==> src/rtl/hc_csr_bank.sv <==
// hc_csr_bank
// MMIO control/status register bank for a HardCloud accelerator. Decodes
// CCI-P MMIO writes into the DSM base, control and buffer descriptor
// registers, answers in-window MMIO reads one cycle later, and runs the
// accelerator run-control state machine with a saturating run-cycle counter.
//
// Register map (byte offsets from CSR_BASE):
//   0x00 STATUS (RO)  [1:0] state code
//   0x08 CYCLES (RO)  run-cycle counter, zero-extended
//   0x10 DSM_BASE (RW)
//   0x18 CONTROL (WO, reads 0)
//   0x20+0x10*i BUF_ADDR[i] (RW), 0x28+0x10*i BUF_SIZE[i] (RW, 32 bit)
//
// Ports:
//   clk, reset          clock, synchronous active-high reset
//   mmio_rx_*           c0 Rx MMIO request: write/read valid, dword address,
//                       length (0 = 4 B, 1 = 8 B), tid, data
//   mmio_tx_*           c2 Tx MMIO read response: valid, tid, data
//   acc_done            accelerator finished (only looked at while running)
//   acc_reset           accelerator soft reset, high in S_RESET
//   acc_start           one-cycle pulse on entry to S_RUN
//   acc_running         high in S_RUN
//   dsm_base            DSM base byte address
//   buf_addr, buf_size  buffer descriptors, packed, buffer i at slice i
module hc_csr_bank #(
  parameter int          NUM_BUFFERS = 2,
  parameter logic [15:0] CSR_BASE    = 16'h100,
  parameter int          CNT_WIDTH   = 32
) (
  input  logic                      clk,
  input  logic                      reset,
  input  logic                      mmio_rx_wr_valid,
  input  logic                      mmio_rx_rd_valid,
  input  logic [15:0]               mmio_rx_address,
  input  logic [1:0]                mmio_rx_length,
  input  logic [8:0]                mmio_rx_tid,
  input  logic [63:0]               mmio_rx_data,
  output logic                      mmio_tx_rd_valid,
  output logic [8:0]                mmio_tx_tid,
  output logic [63:0]               mmio_tx_data,
  input  logic                      acc_done,
  output logic                      acc_reset,
  output logic                      acc_start,
  output logic                      acc_running,
  output logic [63:0]               dsm_base,
  output logic [64*NUM_BUFFERS-1:0] buf_addr,
  output logic [32*NUM_BUFFERS-1:0] buf_size
);

  typedef enum logic [1:0] {
    S_RESET = 2'd0,
    S_READY = 2'd1,
    S_RUN   = 2'd2,
    S_DONE  = 2'd3
  } state_t;

  // Window bounds in 32-bit word units, matching the header address.
  localparam logic [31:0] WIN_LO_W = {16'd0, CSR_BASE} >> 2;
  localparam logic [31:0] WIN_HI_W =
    ({16'd0, CSR_BASE} + 32'h20 + 32'(NUM_BUFFERS) * 32'h10) >> 2;

  localparam logic [5:0] REG_STATUS  = 6'd0;
  localparam logic [5:0] REG_CYCLES  = 6'd1;
  localparam logic [5:0] REG_DSM     = 6'd2;
  localparam logic [5:0] REG_CONTROL = 6'd3;

  state_t                 state, state_next;
  logic                   start_now;
  logic [CNT_WIDTH-1:0]   cycles;
  logic [63:0]            buf_addr_q [NUM_BUFFERS];
  logic [31:0]            buf_size_q [NUM_BUFFERS];

  logic [31:0] word_addr;
  logic [6:0]  word_off;
  logic        in_window;
  logic [5:0]  reg_idx;
  logic        dword_hi;
  logic        len64, len32;
  logic        wr_lo, wr_hi;
  logic [31:0] hi_data;
  logic        cmd_valid;
  logic [31:0] cmd;
  logic [63:0] rd_data;

  // Address decode. word_off is only meaningful inside the window, which
  // is at most 72 words wide, so 7 bits suffice.
  assign word_addr = {16'd0, mmio_rx_address};
  assign in_window = (word_addr >= WIN_LO_W) && (word_addr < WIN_HI_W);
  assign word_off  = 7'(word_addr - WIN_LO_W);
  assign reg_idx   = word_off[6:1];
  assign dword_hi  = word_off[0];
  assign len64     = (mmio_rx_length == 2'd1);
  assign len32     = (mmio_rx_length == 2'd0);

  // A misaligned 64-bit write touches neither half and is dropped.
  assign wr_lo = mmio_rx_wr_valid && in_window && !dword_hi && (len64 || len32);
  assign wr_hi = mmio_rx_wr_valid && in_window &&
                 ((len64 && !dword_hi) || (len32 && dword_hi));

  // A 32-bit write always carries its payload in data[31:0].
  assign hi_data = len64 ? mmio_rx_data[63:32] : mmio_rx_data[31:0];

  assign cmd_valid = wr_lo && (reg_idx == REG_CONTROL);
  assign cmd       = mmio_rx_data[31:0];

  // Run-control next state. A legal command beats acc_done in the same cycle.
  always_comb begin
    state_next = state;
    if (cmd_valid && cmd == 32'h0) begin
      state_next = S_RESET;
    end else if (cmd_valid && cmd == 32'h1 && state == S_RESET) begin
      state_next = S_READY;
    end else if (cmd_valid && cmd == 32'h3 && (state == S_READY || state == S_DONE)) begin
      state_next = S_RUN;
    end else if (cmd_valid && cmd == 32'h7 && state == S_RUN) begin
      state_next = S_READY;
    end else if (state == S_RUN && acc_done) begin
      state_next = S_DONE;
    end
  end

  assign start_now   = (state_next == S_RUN) && (state != S_RUN);
  assign acc_reset   = (state == S_RESET);
  assign acc_running = (state == S_RUN);

  // Counter counts every cycle spent in S_RUN, including the one where
  // acc_done is seen, and is cleared only by a start.
  always_ff @(posedge clk) begin
    if (reset) begin
      state     <= S_RESET;
      acc_start <= 1'b0;
      cycles    <= '0;
    end else begin
      state     <= state_next;
      acc_start <= start_now;
      if (start_now) begin
        cycles <= '0;
      end else if (state == S_RUN && cycles != '1) begin
        cycles <= cycles + 1'b1;
      end
    end
  end

  always_ff @(posedge clk) begin
    if (reset) begin
      dsm_base <= '0;
      for (int i = 0; i < NUM_BUFFERS; i++) begin
        buf_addr_q[i] <= '0;
        buf_size_q[i] <= '0;
      end
    end else begin
      if (wr_lo && reg_idx == REG_DSM) dsm_base[31:0]  <= mmio_rx_data[31:0];
      if (wr_hi && reg_idx == REG_DSM) dsm_base[63:32] <= hi_data;
      for (int i = 0; i < NUM_BUFFERS; i++) begin
        if (wr_lo && reg_idx == 6'(4 + 2 * i)) buf_addr_q[i][31:0]  <= mmio_rx_data[31:0];
        if (wr_hi && reg_idx == 6'(4 + 2 * i)) buf_addr_q[i][63:32] <= hi_data;
        // BUF_SIZE has no upper half, so only the low-half write matters.
        if (wr_lo && reg_idx == 6'(5 + 2 * i)) buf_size_q[i]        <= mmio_rx_data[31:0];
      end
    end
  end

  // Read mux sees register values before any write landing this cycle.
  always_comb begin
    rd_data = 64'd0;
    if (reg_idx == REG_STATUS) rd_data = {62'd0, state};
    if (reg_idx == REG_CYCLES) rd_data = 64'(cycles);
    if (reg_idx == REG_DSM)    rd_data = dsm_base;
    for (int i = 0; i < NUM_BUFFERS; i++) begin
      if (reg_idx == 6'(4 + 2 * i)) rd_data = buf_addr_q[i];
      if (reg_idx == 6'(5 + 2 * i)) rd_data = {32'd0, buf_size_q[i]};
    end
  end

  always_ff @(posedge clk) begin
    if (reset) begin
      mmio_tx_rd_valid <= 1'b0;
      mmio_tx_tid      <= '0;
      mmio_tx_data     <= '0;
    end else begin
      mmio_tx_rd_valid <= mmio_rx_rd_valid && in_window;
      if (mmio_rx_rd_valid && in_window) begin
        mmio_tx_tid  <= mmio_rx_tid;
        mmio_tx_data <= rd_data;
      end
    end
  end

  for (genvar g = 0; g < NUM_BUFFERS; g++) begin : g_pack
    assign buf_addr[64*g +: 64] = buf_addr_q[g];
    assign buf_size[32*g +: 32] = buf_size_q[g];
  end

endmodule

==> config.mk <==
export PLATFORM = sky130hd
export DESIGN_NAME = hc_csr_bank
export DESIGN_NICKNAME = d
export VERILOG_FILES = /design/src/rtl/hc_csr_bank.sv
export SDC_FILE = /design/constraint.sdc
export NUM_CORES = 1
export LEC_CHECK = 0
export BUFFER_PORTS_ARGS = -buffer_cell sky130_fd_sc_hd__buf_2
export CAP_MARGIN = 20
export CORE_UTILIZATION = 40
export DETAILED_ROUTE_END_ITERATION = 12
export GPL_TIMING_DRIVEN = 0
export SYNTH_ARGS = -nofsm -noshare
export SYNTH_HDL_FRONTEND = slang
export SYNTH_SLANG_ARGS = --single-unit
==> constraint.sdc <==
create_clock -name clk -period 5.7 [get_ports clk]
set_input_delay 1.14 -clock clk [delete_from_list [all_inputs] [get_ports clk]]
set_output_delay 1.14 -clock clk [all_outputs]
set_load 0.05 [all_outputs]
Word level (Yosys, flattened, before mapping)

Memory sizes are Yosys's and may differ from the RTL's.
Cells that the tools add are included.
W data, S select, Z words.

Word-level logic and storage cells: 112
RAM bits: 192
Flip-flop bits (word level): 173
Output and inout port bits: 333
Bits in read-only memories: 0
Memories: 2
Latch bits: 0
Input bits: 96

Equality and inequality tests: 17
Shift-type cells: 0
$mul: 0
Muxes and demuxes: 39
$lt $le $gt $ge: 2
Reduce and logical (&&, ||, !) cells: 36
Div/mod/pow operators: 0
Add/sub/neg operators: 2
Bitwise logic cells: 6

Memories:

| name       | depth | width | read ports | clocked after memory_dff | write ports | line | source |
|---|---|---|---|---|---|---|---|
| buf_addr_q | 2     | 64    | 2          | 0                        | 2           | 70   | `logic [63:0] buf_addr_q [NUM_BUFFERS];` |
| buf_size_q | 2     | 32    | 2          | 0                        | 2           | 71   | `logic [31:0] buf_size_q [NUM_BUFFERS];` |

Operators with widths:

| cell                    | number |
|---|---|
| $mux W64                | 6 |
| $mux W32                | 7 |
| $add A32 B1 Y32 const B | 1 |
| $eq A32 B1 Y1 const B   | 1 |
| $eq A32 B2 Y1 const B   | 1 |
| $eq A32 B3 Y1 const B   | 1 |
| $logic_not A32 Y1       | 1 |
| $ne A32 B32 Y1 const B  | 1 |
| $logic_and A1 B1 Y1     | 27 |
| $eq A6 B3 Y1 const B    | 4 |
| $mux W1                 | 20 |
| $ge A16 B7 Y1 const B   | 1 |
| $lt A16 B7 Y1 const B   | 1 |
| $eq A6 B2 Y1 const B    | 2 |
| $mux W2                 | 6 |
| $sub A7 B7 Y7 const B   | 1 |
| $eq A2 B2 Y1 const B    | 3 |
| $eq A6 B1 Y1 const B    | 1 |
| $logic_not A6 Y1        | 1 |
| $or A1 B1 Y1            | 6 |
| $eq A2 B1 Y1 const B    | 2 |
| $logic_not A2 Y1        | 2 |
| $logic_or A1 B1 Y1      | 3 |
| $ne A2 B2 Y1 const B    | 1 |
| 2 further kinds         | 2 |

Longest topological paths before layout

Depth in word-level cells: 15
Gate-level depth with buffers: 9
Depth with buffers taken out: 7

Worst setup path after synthesis

No wires, ideal clock.

Kind: input to register
Start point: input mmio_rx_address[1]
End point: memory buf_size_q[0][0] (enable)
Buffers on the path: 3
Data required time: 5.272 ns
Arrival time: 3.931 ns
Setup time: 0.428 ns
Slack: 1.341 ns
Stages: 6
Path through: clkbuf_1 -> nand4bb_1 -> or3b_2 -> clkbuf_1 -> clkbuf_1 -> o21bai_1

RTL lines:

| item            | line | source |
|---|---|---|
| start, declared | 34   | `input logic [15:0] mmio_rx_address,` |
| end, declared   | 71   |  |

==> impl_metrics.csv <==
group,metric,value,unit
pwr,max-vdd-ir-drop,0.263,mV
final_layout,layout.cells.most_common,"sky130_fd_sc_hd__buf_2",
sta,period_needed,4.03,ns
placement,dpl.cell_count,2279,
logic_synthesis,synthesis.yosys.warnings,0,
routing,met3_wirelength,6.97,mm
critical_path,critical_path.max_stage_delay,0.89,ns
routing,top_layer_used,"met5",
final_layout,post_layout_nonfiller_instances,2361,
sta,final-hold-violation-count,0,
floorplanning,initial_core_util,40.9,%
clocking,clock-sinks,365,
clocking,cts_setup_buffers,0,
global_route,gr-usage-all-layers,32.9,%
critical_path,critical_path_class,"in -> reg",
logic_synthesis,synth.ff_latch_count,365,
routing,met2_length,29.4,mm
final_layout,finish.net_count,1952,
final_layout,layout_common_cells,"sky130_fd_sc_hd__buf_2, sky130_fd_sc_hd__nor2_1, sky130_fd_sc_hd__edfxtp_1",
logic_synthesis,synth_edf_count,192,
clocking,h-tree-depth,2,
clocking,post_cts_resized,0,
clocking,clk_path_buf_depth,3,
critical_path,path_cells,"buf_2 > nor4_1 > nor2b_1 > nand4_1 > or3_1 > clkbuf_1 > nand2b_2 > buf_12",
final_layout,proportion_of_layout_cells_with_a_drive_suffix_above_1,28.2,%
final_layout,synthToLayoutAreaGrowth,28.8,%
final_layout,ff_latch_area,9230,µm²
sta,report.final.slew_viol_count,0,
critical_path,cpLargestDelayFamily,"simple AND/OR/NAND/NOR gates",
routing,remaining_drc_errors,0,
logic_synthesis,async_flop_share,0,%
run_status,run_status,"completed",
clocking,tritoncts,"done",
logic_synthesis,synth_flop_cell,"sky130_fd_sc_hd__edfxtp_1",
sta,final.setup.tns,0,ns
routing,wl_per_cell,27.5,µm
clocking,root_buffer,"sky130_fd_sc_hd__clkbuf_16",
critical_path,cp_max_fo,21,
global_route,antenna_violations_before_repair,7,
clocking,numCtsBuffers,42,
logic_synthesis,synthesis.instances,1378,
global_route,gr_overflow_total,0,
critical_path,setup.worst_path.start_class,"primary input",
critical_path,critical_path.endpoint_type,"register",
floorplanning,die-area,38400,µm²
clocking,clk_transition_reported_paths,0.06,ns
clocking,clkLatencyLatePin,0.56,ns
placement,gp_congestion,0.938,
logic_synthesis,synth-seq-area-share,61.3,%
critical_path,timing.critical_path.buf_inv,3,
routing,final_antenna_net_count,0,
routing,vias,14100,
routing,route.final.wire_length,64.8,mm
final_layout,total_area_of_multi_input_combinational_cells,5420,µm²
sta,finClkSkew,0.0224,ns
critical_path,cpMaxStageDelayCell,"sky130_fd_sc_hd__nor4_1",
global_route,number_of_global_route_vias_before_repair,13300,
final_layout,fillCellCount,3394,
sta,max_slew_margin,28.7,%
floorplanning,site_rows,70,
logic_synthesis,synthesis.nets,1475,
routing,detail_route.wirelength.met1,26.1,mm
sta,max_freq,248,MHz
critical_path,timing.critical_path.arrival,4.27,ns
final_layout,fin_util,52.7,%
sta,final_min_period_over_clock_period,70.7,%
clocking,holdBufCountCts,0,
sta,setup-violations-final,0,
pwr,leakage,0.00757,µW
floorplanning,chipHeight,196,µm
sta,timing_worst_slew_pin_value,1.06,ns
routing,drt_pre_antenna_iters,8,
sta,setup_repair_after_global_routing_missed_its_margin,"no",
logic_synthesis,syn-mean-instance-area,10.9,µm²
logic_synthesis,syn_area,15000,µm²
logic_synthesis,synth.distinct_cells,52,
floorplanning,design.portCount,429,
routing,avgViaCountPerCell,5.96,
floorplanning,die_w,196,µm
run,cap_viol_max_count,0,
floorplanning,core,36800,µm²
routing,drt-initial-drc-count,1518,
global_route,grt_max_degree,27,
placement,place_hpwl,48.0,mm
hold_path,hold_path_class,"reg -> reg",
global_route,grt_first_pass_wirelength,91.3,mm
placement,port_buffers,425,
pwr,cellPowerDensity,320,nW/µm²
critical_path,timing.critical_path.required,5.94,ns
-- sequential cells by signal (all words and copies together) (netlist names) --
name,flops
acc_start,1
buf_addr_q,128
buf_size_q,64
cycles,32
dsm_base,64
mmio_tx_data,64
mmio_tx_rd_valid,1
mmio_tx_tid,9
state,2
-- path summary, 6_finish.rpt --
| check | start | end | slack [ns] | cells past startpoint |
|---|---|---|---|---|
| worst max-delay path | mmio_rx_address[15] | buf_addr_q[1][48] | 1.67 | 8 |
| worst min-delay path | mmio_tx_data[5] | mmio_tx_data[5] | 0.45 | 2 |
| worst max register to register | cycles[2] | cycles[21] | 3.02 | 6 |
| worst min register to register | mmio_tx_data[5] | mmio_tx_data[5] | 0.45 | 2 |
-- power breakdown --
part | total (µW) | switching (µW) | internal (µW)
registers | 2890 | 53.0 | 2830
logic | 587 | 469 | 118
clock network | 2730 | 1100 | 1630
-- worst min-delay path, cell delays in order, from the launching register on --
cell and delay [ns]:
sky130_fd_sc_hd__dfxtp_1 0.30, sky130_fd_sc_hd__nand2_1 0.05, sky130_fd_sc_hd__a21oi_1 0.05
-- synthesized netlist by cell type, drive strengths merged (2+ instances only) --
cell type,number,area (µm²)
buf,27,124
a221oi,6,52.6
nor2,196,736
nor4,16,100
a21o,3,22.5
nor3b,3,22.5
a311oi,2,17.5
nand4,15,109
a21oi,88,440
or4,3,26.3
nor3,24,131
o211ai,21,158
edfxtp,192,5770
or3,4,25.0
nor2b,8,50.1
nand2,136,510
inv,7,26.3
and3,35,219
o22ai,3,18.8
a31oi,8,50.1
xor2,9,78.8
o21bai,5,37.5
o21ai,24,120
and2,35,219
clkbuf,83,312
a222oi,57,571
nand2b,3,18.8
a211oi,70,526
xnor2,19,166
a22oi,7,52.6
nand4bb,2,22.5
a221o,13,130
mux2,3,33.8
nor4b,5,62.6
mux2i,43,430
dfxtp,173,3460
nand3b,2,15.0
nand3,17,85.1
and4,4,35.0
-- cells by family after synthesis --
family | count (synthesis) | synth area share, %
flip-flops | 365 | 61.3
adder cells (fa/ha/maj) | 1 | 0.0831
AND/OR/NAND/NOR | 512 | 16.1
XOR/XNOR | 28 | 1.63
AO/OA/AOI/OAI | 309 | 14.7
multiplexers | 46 | 3.08
buffers and inverters | 117 | 3.07
-- through the flow --
stage,setup WS [ns],hold WS [ns],instance area (µm²),power [µW]
floorplan,1.34,0.466,15000,3290
global placement,-0.982,0.439,17800,3510
detailed placement,1.28,0.443,18000,3520
CTS,1.83,0.452,19400,6210
global route,1.59,0.466,19400,6340
finish,1.67,0.449,19400,6200
-- routing by layer --
metal,vias up,global-route usage (%)
met5,-,0
met4,4,12.3
met3,128,7.44
met2,956,51.9
met1,6863,44.3
li1,6125,-
-- area by class of cell --
class	count	area share (%)
sequential	365	47.6
tap	468	3.02
inverter	7	0.136
antenna	5	0.0646
clock inverter	17	0.710
clock buffer	60	6.52
buffer	110	2.25
timing repair buffer	433	11.7
multi-input combinational	896	28.0
Power figures use the tool's default switching activity.
